File: config.mk
export PLATFORM = sky130hd
export DESIGN_NAME = light_sequencer
export DESIGN_NICKNAME = d
export VERILOG_FILES = /design/src/rtl/traffic_pkg.sv /design/src/rtl/phase_timer.sv /design/src/rtl/light_sequencer.sv
export SDC_FILE = /design/constraint.sdc
export NUM_CORES = 1
export LEC_CHECK = 0
export ABC_AREA = 0
export BUFFER_PORTS_ARGS = -buffer_cell sky130_fd_sc_hd__buf_2
export CORE_UTILIZATION = 50
export DETAILED_ROUTE_END_ITERATION = 6
export PLACE_DENSITY_LB_ADDON = 0.12
export SYNTH_ARGS = -nofsm -noshare
export SYNTH_HDL_FRONTEND = slang
export SYNTH_SLANG_ARGS = --single-unit
File: constraint.sdc
create_clock -name clk -period 5.4 [get_ports clk]
set_clock_uncertainty 0.1 [all_clocks]
set_input_delay 1.08 -clock clk [delete_from_list [all_inputs] [get_ports clk]]
set_output_delay 1.08 -clock clk [all_outputs]
set_load 0.01 [all_outputs]
File: src/rtl/traffic_pkg.sv
// Shared definitions for the intersection light path: mode codes, phase
// encoding, lane bit positions and direction helpers.
package traffic_pkg;

  localparam logic [1:0] MODE_NIGHT = 2'b00;
  localparam logic [1:0] MODE_DAY   = 2'b01;
  localparam logic [1:0] MODE_PED   = 2'b10;
  localparam logic [1:0] MODE_EMG   = 2'b11;

  typedef enum logic [1:0] {
    PH_ALL_RED = 2'b00,
    PH_GREEN   = 2'b01,
    PH_YELLOW  = 2'b10,
    PH_WALK    = 2'b11
  } phase_e;

  // LSB of each direction's two-lane field (WWSSEENN order)
  localparam int LANE_N = 0;
  localparam int LANE_E = 2;
  localparam int LANE_S = 4;
  localparam int LANE_W = 6;

  function automatic logic [7:0] dir_mask(input logic [1:0] d);
    logic [7:0] m;
    case (d)
      2'd0:    m = 8'b11 << LANE_N;
      2'd1:    m = 8'b11 << LANE_E;
      2'd2:    m = 8'b11 << LANE_S;
      default: m = 8'b11 << LANE_W;
    endcase
    return m;
  endfunction

  // Lowest-numbered direction with any lane granted; 0 when nothing granted.
  function automatic logic [1:0] lowest_dir(input logic [7:0] g);
    logic [1:0] d;
    d = 2'd0;
    for (int i = 3; i >= 0; i--) begin
      if (g[2*i +: 2] != 2'b00) d = 2'(i);
    end
    return d;
  endfunction

endpackage

File: src/rtl/phase_timer.sv
// Cycles-in-phase counter: synchronous clear, increments otherwise,
// saturates at 255.
module phase_timer (
  input  logic       i_clk,
  input  logic       i_rst_n,
  input  logic       i_clear,
  output logic [7:0] o_count
);

  logic [7:0] r_count;

  always_ff @(posedge i_clk or negedge i_rst_n) begin
    if (!i_rst_n) begin
      r_count <= 8'd0;
    end else if (i_clear) begin
      r_count <= 8'd0;
    end else if (r_count != 8'hFF) begin
      r_count <= r_count + 8'd1;
    end
  end

  assign o_count = r_count;

endmodule

File: src/rtl/light_sequencer.sv
// Phase sequencer: turns the per-cycle lane choice and traffic mode into a
// legal GREEN -> YELLOW -> ALL_RED sequence with walk and preemption.
module light_sequencer
  import traffic_pkg::*;
#(
  parameter int MIN_GREEN   = 4,
  parameter int MAX_GREEN   = 12,
  parameter int YELLOW_TIME = 2,
  parameter int ALLRED_TIME = 1,
  parameter int WALK_TIME   = 6
) (
  input  logic       clk,
  input  logic       rst,
  input  logic [7:0] laneRequest,
  input  logic [1:0] currentState,
  input  logic [1:0] emgDir,
  output logic [7:0] green,
  output logic [7:0] yellow,
  output logic [7:0] red,
  output logic       walk,
  output logic [1:0] phase
);

  phase_e     r_phase;
  logic [7:0] r_grant;
  logic [7:0] r_next_grant;
  logic       r_ped_pending;
  logic [7:0] r_green;
  logic [7:0] r_yellow;
  logic [7:0] r_red;
  logic       r_walk;

  phase_e     w_phase_nx;
  logic [7:0] w_grant_nx;
  logic [7:0] w_next_grant_nx;
  logic [7:0] w_green_nx;
  logic [7:0] w_yellow_nx;
  logic [7:0] w_timer;
  logic [8:0] w_elapsed;
  logic [8:0] w_max_green;
  logic [7:0] w_emg_mask;
  logic       w_emg;
  logic       w_lane_switch;
  logic       w_timer_clr;

  phase_timer u_timer (
    .i_clk   (clk),
    .i_rst_n (rst),
    .i_clear (w_timer_clr),
    .o_count (w_timer)
  );

  // Cycles spent in the current phase, counting the present one.
  assign w_elapsed     = {1'b0, w_timer} + 9'd1;
  assign w_max_green   = (currentState == MODE_NIGHT) ? 9'(2 * MAX_GREEN) : 9'(MAX_GREEN);
  assign w_emg         = (currentState == MODE_EMG);
  assign w_emg_mask    = dir_mask(emgDir);
  assign w_lane_switch = (laneRequest != 8'd0) && ((laneRequest & r_grant) == 8'd0);
  assign w_timer_clr   = (w_phase_nx != r_phase);

  always_comb begin
    w_phase_nx      = r_phase;
    w_grant_nx      = r_grant;
    w_next_grant_nx = r_next_grant;
    case (r_phase)
      PH_ALL_RED: begin
        if (w_elapsed >= 9'(ALLRED_TIME)) begin
          if (w_emg) begin
            w_phase_nx = PH_GREEN;
            w_grant_nx = w_emg_mask;
          end else if (r_ped_pending) begin
            w_phase_nx = PH_WALK;
          end else if (r_next_grant != 8'd0) begin
            w_phase_nx      = PH_GREEN;
            w_grant_nx      = r_next_grant;
            w_next_grant_nx = 8'd0;
          end else if (laneRequest != 8'd0) begin
            w_phase_nx = PH_GREEN;
            w_grant_nx = laneRequest;
          end
        end
      end
      PH_GREEN: begin
        // An emergency already holding its own direction never maxes out.
        if (w_emg) begin
          if (r_grant != w_emg_mask) begin
            w_phase_nx      = PH_YELLOW;
            w_next_grant_nx = 8'd0;
          end
        end else if ((w_elapsed >= 9'(MIN_GREEN)) && (r_ped_pending || w_lane_switch)) begin
          w_phase_nx      = PH_YELLOW;
          w_next_grant_nx = r_ped_pending ? 8'd0 : laneRequest;
        end else if (w_elapsed == w_max_green) begin
          w_phase_nx      = PH_YELLOW;
          w_next_grant_nx = dir_mask(lowest_dir(r_grant) + 2'd1);
        end
      end
      PH_YELLOW: begin
        if (w_elapsed >= 9'(YELLOW_TIME)) w_phase_nx = PH_ALL_RED;
      end
      PH_WALK: begin
        if (w_emg || (w_elapsed >= 9'(WALK_TIME))) w_phase_nx = PH_ALL_RED;
      end
      default: w_phase_nx = PH_ALL_RED;
    endcase

    w_green_nx  = (w_phase_nx == PH_GREEN)  ? w_grant_nx : 8'd0;
    w_yellow_nx = (w_phase_nx == PH_YELLOW) ? w_grant_nx : 8'd0;
  end

  always_ff @(posedge clk or negedge rst) begin
    if (!rst) begin
      r_phase       <= PH_ALL_RED;
      r_grant       <= 8'd0;
      r_next_grant  <= 8'd0;
      r_ped_pending <= 1'b0;
      r_green       <= 8'd0;
      r_yellow      <= 8'd0;
      r_red         <= 8'hFF;
      r_walk        <= 1'b0;
    end else begin
      r_phase      <= w_phase_nx;
      r_grant      <= w_grant_nx;
      r_next_grant <= w_next_grant_nx;
      if ((w_phase_nx == PH_WALK) && (r_phase != PH_WALK)) begin
        r_ped_pending <= 1'b0;
      end else if (currentState == MODE_PED) begin
        r_ped_pending <= 1'b1;
      end
      r_green  <= w_green_nx;
      r_yellow <= w_yellow_nx;
      r_red    <= ~(w_green_nx | w_yellow_nx);
      r_walk   <= (w_phase_nx == PH_WALK);
    end
  end

  assign green  = r_green;
  assign yellow = r_yellow;
  assign red    = r_red;
  assign walk   = r_walk;
  assign phase  = r_phase;

endmodule

==> results of run 1 <==
[metrics by stage]
step / power (uW) / utilization [%] / setup slack [ns] / hold WS, ns / cells
after detailed placement: 1515 / 55.53 / 1.920 / 0.4167 / 380
after global routing: 1864 / 57.14 / 2.076 / 0.4620 / 388
final: 1741 / 57.14 / 2.189 / 0.4463 / 388
after CTS: 1748 / 57.14 / 2.239 / 0.4479 / 388
after floorplan: 1305 / - / 2.259 / 0.3787 / 285
after global placement: 1510 / 55.53 / 1.993 / 0.4057 / 380
[cells by family (layout without fill, tap and decap cells)]
kind of cell	Yosys count	count (layout)	share of synthesized area (%)
XOR/XNOR	6	6	1.820
multiplexers	9	9	3.596
buffers and inverters	26	57	4.679
AND/OR/NAND/NOR	105	105	22.27
adder cells (fa/ha/maj)	3	3	1.300
flip-flops	52	52	45.41
AO/OA/AOI/OAI	84	84	20.93
[layout by cell type (no fill, tap or decap), drive strengths merged, types with 2 or more instances in the layout]
master / n
dfrtp: 44
buf: 40
a21oi: 31
nor2: 21
nand2: 19
o21ai: 15
nor2b: 12
nand3: 10
inv: 9
nand2b: 8
dfstp: 8
mux2: 8
a22oi: 6
a22o: 6
clkbuf: 6
or4: 6
a31oi: 5
nor3: 5
xnor2: 4
o22ai: 4
and3: 4
nand4: 4
o32ai: 4
nor4: 4
and2: 3
ha: 3
o32a: 2
xor2: 2
and4: 2
nor3b: 2
[registers in the layout, summed over array words and instances (netlist names)]
signal and flops:
phase 2, yellow 8, r_ped_pending 1, walk 1
r_next_grant 8, green 8, u_timer.o_count 8, red 8
r_grant 8
[metal layers]
layer  vias to the layer above  track usage (%)  wire, um
li1                       1097                -         -
met1                      1103            30.05      2891
met2                        52            38.14      3067
met3                        15            4.706       290
met4                         0            9.630       157
met5                         -                0         0
[final cells by class]
cell class              count  area share (%)
multi-input cells         207           45.53
flip-flops and latches     52           41.42
repair buffers             40           6.324
well taps                  72           2.846
clock buffers               6           2.292
inverters                   9           1.067
clock inverters             2          0.5138
[where the power goes]
group	leakage [uW]	total, uW	switching [uW]	internal (uW)
logic	0.000714	867	522	346
clock network	0.0000414	230	138	92.6
registers	0.000673	643	118	525
total	0.00143	1740	778	963
[worst min path at each step]
stage                                from               to  slack (ns)  depth (start not counted)
after floorplan           r_next_grant[6]  r_next_grant[6]        0.38                          1
after CTS                 r_next_grant[4]  r_next_grant[4]        0.45                          1
after detailed placement  r_next_grant[3]  r_next_grant[3]        0.42                          1
after global placement    r_next_grant[6]  r_next_grant[6]        0.41                          1
final                     r_next_grant[6]  r_next_grant[6]        0.45                          1
after global routing      r_next_grant[4]  r_next_grant[4]        0.46                          1
==> reports/metrics.cfg, run 1 <==
[synth]
synth_top_area_share_pct = 38.13
yosysMostFrequentCell = dfrtp_1
synth_edf_count = 0
seq_area_frac_synth_pct = 45.41
yosysTopAreaCell = dfrtp_1
syn_nets = 302
syn_inst = 285
synthTopCellsByArea = dfrtp_1 (38%), dfstp_2 (7.3%), a21oi_1 (5.0%)
ys_warn_count = 0
synth_ff_type = dfrtp_1
synth_area_sq_um = 2888
ys_types = 68
avgSynthCellArea_sq_um = 10.13
synth_common_cells = dfrtp_1 (44), a21oi_1 (29), nor2_1 (21)
ys_seq_elements = 52
ys_async_sr_fraction_pct = 100.0

[clocking]
cts_sinks = 52
clock_latency_ns = 0.32
cts_root_buffer = clkbuf_8
h-tree-depth = 2
cts_setup_buffers = 0
cts.reportedPaths.clkPinSlew_ns = 0.10
cts_repair_resize_count = 0
cts_hold_buffers = 0
numCtsBuffers = 5
clockBufferDepth = 2
cts_tree = built

[detailed_routing]
firstDrtPassIters = 4
vias_per_cell = 5.843
postRouteAntennaNets = 0
num_vias = 2267
drt_iter0_drc = 135
wl_um = 6407
drc_errors = 0
wire_per_inst_um = 16.51

[setup_path]
path_delay_family = simple AND/OR/NAND/NOR gates
end_kind = flip-flop
r2r-start = u_timer.o_count[0]
r2r_slack_ns = 2.30
crit_type = in -> reg
crit_path_start_kind = input port
cpMostUsedCell = nor2_1
worstSetupStartpoint = laneRequest[4]
required_ns = 5.51
worstPathMaxFanout = 8
cp.buffers_inverters = 1
worst-path-stages = 9
rr_endpoint = red[3]
cp_slowest_cell = or4_1
crit_path_end = r_next_grant[4]
r2r_cells = 9
slowest_delay_ns = 0.58
critical_path_arrival_ns = 3.32
cp_cell_sequence = buf_2 > or4_1 > nor2_1 > nor2_1 > o32ai_2 > nand3_2 > nand2_1 > a21boi_4 > mux2_2

[sta]
maxSlewHeadroom_pct = 26.43
fin_crit_sh_pct = 59.46
worstMarginPinSlew_ns = 1.104
fin_tns_setup_ns = 0
finalSetupViolations = 0
max_freq_mhz = 311.5
report.final.hold_viol_count = 0
period_needed_ns = 3.211
rsz0062_at_grt = false
slew_viol_final = 0

[finish]
fill_cells = 512
drive_above_1_share_pct = 27.85
finalNetCount = 332
area_delta_synth_final_pct = 9.619
multiInputGateArea_sq_um = 1441
antenna-diode-count = 0
area.sequential_sq_um = 1311
final_cell_area_sq_um = 3166

[pwr]
max-vdd-ir-drop_v = 0.0002781
p_per_area_nw_per_um2 = 549.8
p_leak_uw = 0.001429

[floorplan]
core_sq_um = 5540
num_rows = 27
fp.dieH_um = 78.00
io_pins = 41
fp.dieW_um = 78.00
start_util_pct = 52.12
dieArea_sq_um = 6083

[run_status]
outcome = completed

[worst_hold_path]
min_path_type = reg -> reg

[job]
maxCapViolations = 0

[placed_design]
placed_area_sq_um = 3077
routabilityCongestion = 0.9435
io_buffers = 40
post-dp-hpwl_um = 4609

[global_routing]
antenna_found_initial = 0
grt.overflow.total = 0
grt_usage_pct = 23.27
grt_pass1_vias = 2267
grt_max_degree = 53
grt_pass1_wl_um = 10790

Note: power is estimated with default switching activity, not from simulation.
==> run 2: changes to the inputs <==
Clock period 5.4 ns to 3.4 ns, I/O delays scaled along.
==> run 2 against run 1 <==
Combinational power rose by 60%. Total power rose by 59%. Sequential power rose by 59%. Critical path depth did not move. Final cell count rose by 0.52%. Largest power group unchanged. Register-to-register slack got worse by 1.9 ns. Non-clock buffer count rose by 2. Clock power rose by 56%. Wire length rose by 0.17%. Critical path type is now reg -> reg. Die area did not move.
==> reports/metrics.cfg, run 2 (synthesis results as in run 1) <==
[run_status]
outcome = completed

[finish]
area_delta_synth_final_pct = 10.14
stdcell_count = 390  ; +0.52%
layout_common_cells = dfrtp_1 (44), buf_2 (40), a21oi_1 (29)
fill_cells = 514  ; +0.39%
drive_above_1_share_pct = 28.30  ; +0.45 points
mostFrequentLayoutCell = dfrtp_1
antenna-diode-count = 0  ; unchanged
finalNetCount = 334  ; +0.60%

[detailed_routing]
firstDrtPassIters = 4  ; unchanged
num_vias = 2290  ; +1.0%
drt_iter0_drc = 143  ; +5.9%
drc_errors = 0  ; unchanged
wire_per_inst_um = 16.46  ; -0.34%
vias_per_cell = 5.872  ; +0.50%
postRouteAntennaNets = 0  ; unchanged
wl_um = 6418  ; +0.17%

[setup_path]
crit_path_start_kind = flip-flop
cp.buffers_inverters = 0  ; -1
worstPathMaxFanout = 13  ; +5
cp_slowest_cell = dfrtp_1
slowest_delay_ns = 0.45  ; -0.13 ns
required_ns = 3.53  ; -1.98 ns
crit_type = reg -> reg
cp_cell_sequence = ha_1 > and4_4 > nor3b_2 > mux2i_2 > nand4bb_2 > and3_4 > a31oi_1 > a21bo_1 > nand2_1
path_delay_family = simple AND/OR/NAND/NOR gates
critical_path_arrival_ns = 3.11  ; -0.21 ns
end_kind = flip-flop

[placed_design]
io_buffers = 40  ; unchanged
post-place-cells = 382  ; +0.53%
post-dp-hpwl_um = 4631  ; +0.48%
routabilityCongestion = 0.9215  ; -2.3%

[pwr]
max-vdd-ir-drop_v = 0.0004278  ; +54%
power_uw = 2771  ; +59%
p_per_area_nw_per_um2 = 871.2  ; +58%
p_leak_uw = 0.001437  ; +0.61%

[clocking]
clock_latency_ns = 0.31  ; about the same
numCtsBuffers = 5  ; unchanged
h-tree-depth = 2  ; unchanged
cts_tree = built
clockBufferDepth = 2  ; unchanged
cts_root_buffer = clkbuf_8
cts_repair_resize_count = 0  ; unchanged
cts_setup_buffers = 0  ; unchanged
cts_sinks = 52  ; unchanged
cts_hold_buffers = 0  ; unchanged
cts.reportedPaths.clkPinSlew_ns = 0.10  ; about the same

[global_routing]
grt_pass1_vias = 2254  ; -0.57%
grt_max_degree = 53  ; unchanged
grt.overflow.total = 0  ; unchanged
antenna_found_initial = 0  ; unchanged
grt_usage_pct = 23.27  ; about the same
grt_pass1_wl_um = 11000  ; +1.9%

[sta]
worstMarginPinSlew_ns = 1.149  ; +0.04563 ns
maxSlewHeadroom_pct = 23.39  ; -3.0 points
rsz0062_at_grt = false
report.final.hold_viol_count = 0  ; unchanged
max_freq_mhz = 335.1
fin_crit_sh_pct = 87.77
period_needed_ns = 2.984
finalSetupViolations = 0  ; unchanged
slew_viol_final = 0  ; unchanged
hold_ws_ns = 0.4494  ; +0.003143 ns
fin_tns_setup_ns = 0  ; unchanged

[floorplan]
io_pins = 41  ; unchanged
num_rows = 27  ; unchanged
fp.dieH_um = 78.00  ; unchanged
start_util_pct = 52.12  ; unchanged
core_sq_um = 5540  ; unchanged
dieArea_sq_um = 6083  ; unchanged
fp.dieW_um = 78.00  ; unchanged

[worst_hold_path]
min_path_type = reg -> reg

[job]
maxCapViolations = 0  ; unchanged

==> run 2: cell count changes in the layout (fill, tap and decap cells not counted), sizes merged <==
cell / change
buf: +2
==> run 2: through the flow <==
step	instance area, sq um	util [%]	setup WS (ns)
floorplan	2888	-	0.6592
global placement	3092	55.80	0.3869
detailed placement	3092	55.80	0.3001
CTS	3181	57.41	0.4169
global route	3181	57.41	0.2323
finish	3181	57.41	0.4157
==> run 2: cell type report <==
type                       count  area (sq um)  area share [%]
clock buffer                   6         72.57           2.282
clock inverter                 2         16.27          0.5114
inverter                       9         33.78           1.062
multi-input combinational    207          1441           45.32
sequential                    52          1311           41.23
tap                           72         90.09           2.832
timing repair buffer          42         215.2           6.766
==> run 2: worst paths after layout <==
path / from / endpoint / slack (ns) / cells after the start
min: r_next_grant[4] / r_next_grant[4] / 0.45 / 1
max in group asynchronous: rst / green[3] / 2.00 / 1
max reg2reg: u_timer.o_count[0] / red[0] / 0.42 / 9
min reg2reg: r_next_grant[4] / r_next_grant[4] / 0.45 / 1
max: u_timer.o_count[0] / red[0] / 0.42 / 9
min in group asynchronous: rst / u_timer.o_count[3] / 0.47 / 1
==> run 2: power by group <==
group,internal (uW),switching (uW)
clock network,147,212
registers,834,185
logic,561,832
total,1540,1230
==> run 2: per-layer routing <==
| metal | up-vias | share of wire, % | global-route usage, % |
|---|---|---|---|
| met2 | 65 | 49 | 38.41 |
| met1 | 1106 | 45 | 30.45 |
| met5 | - | 0 | 0 |
| li1 | 1108 | - | - |
| met4 | 0 | 2.1 | 8.519 |
| met3 | 11 | 3.7 | 4.353 |
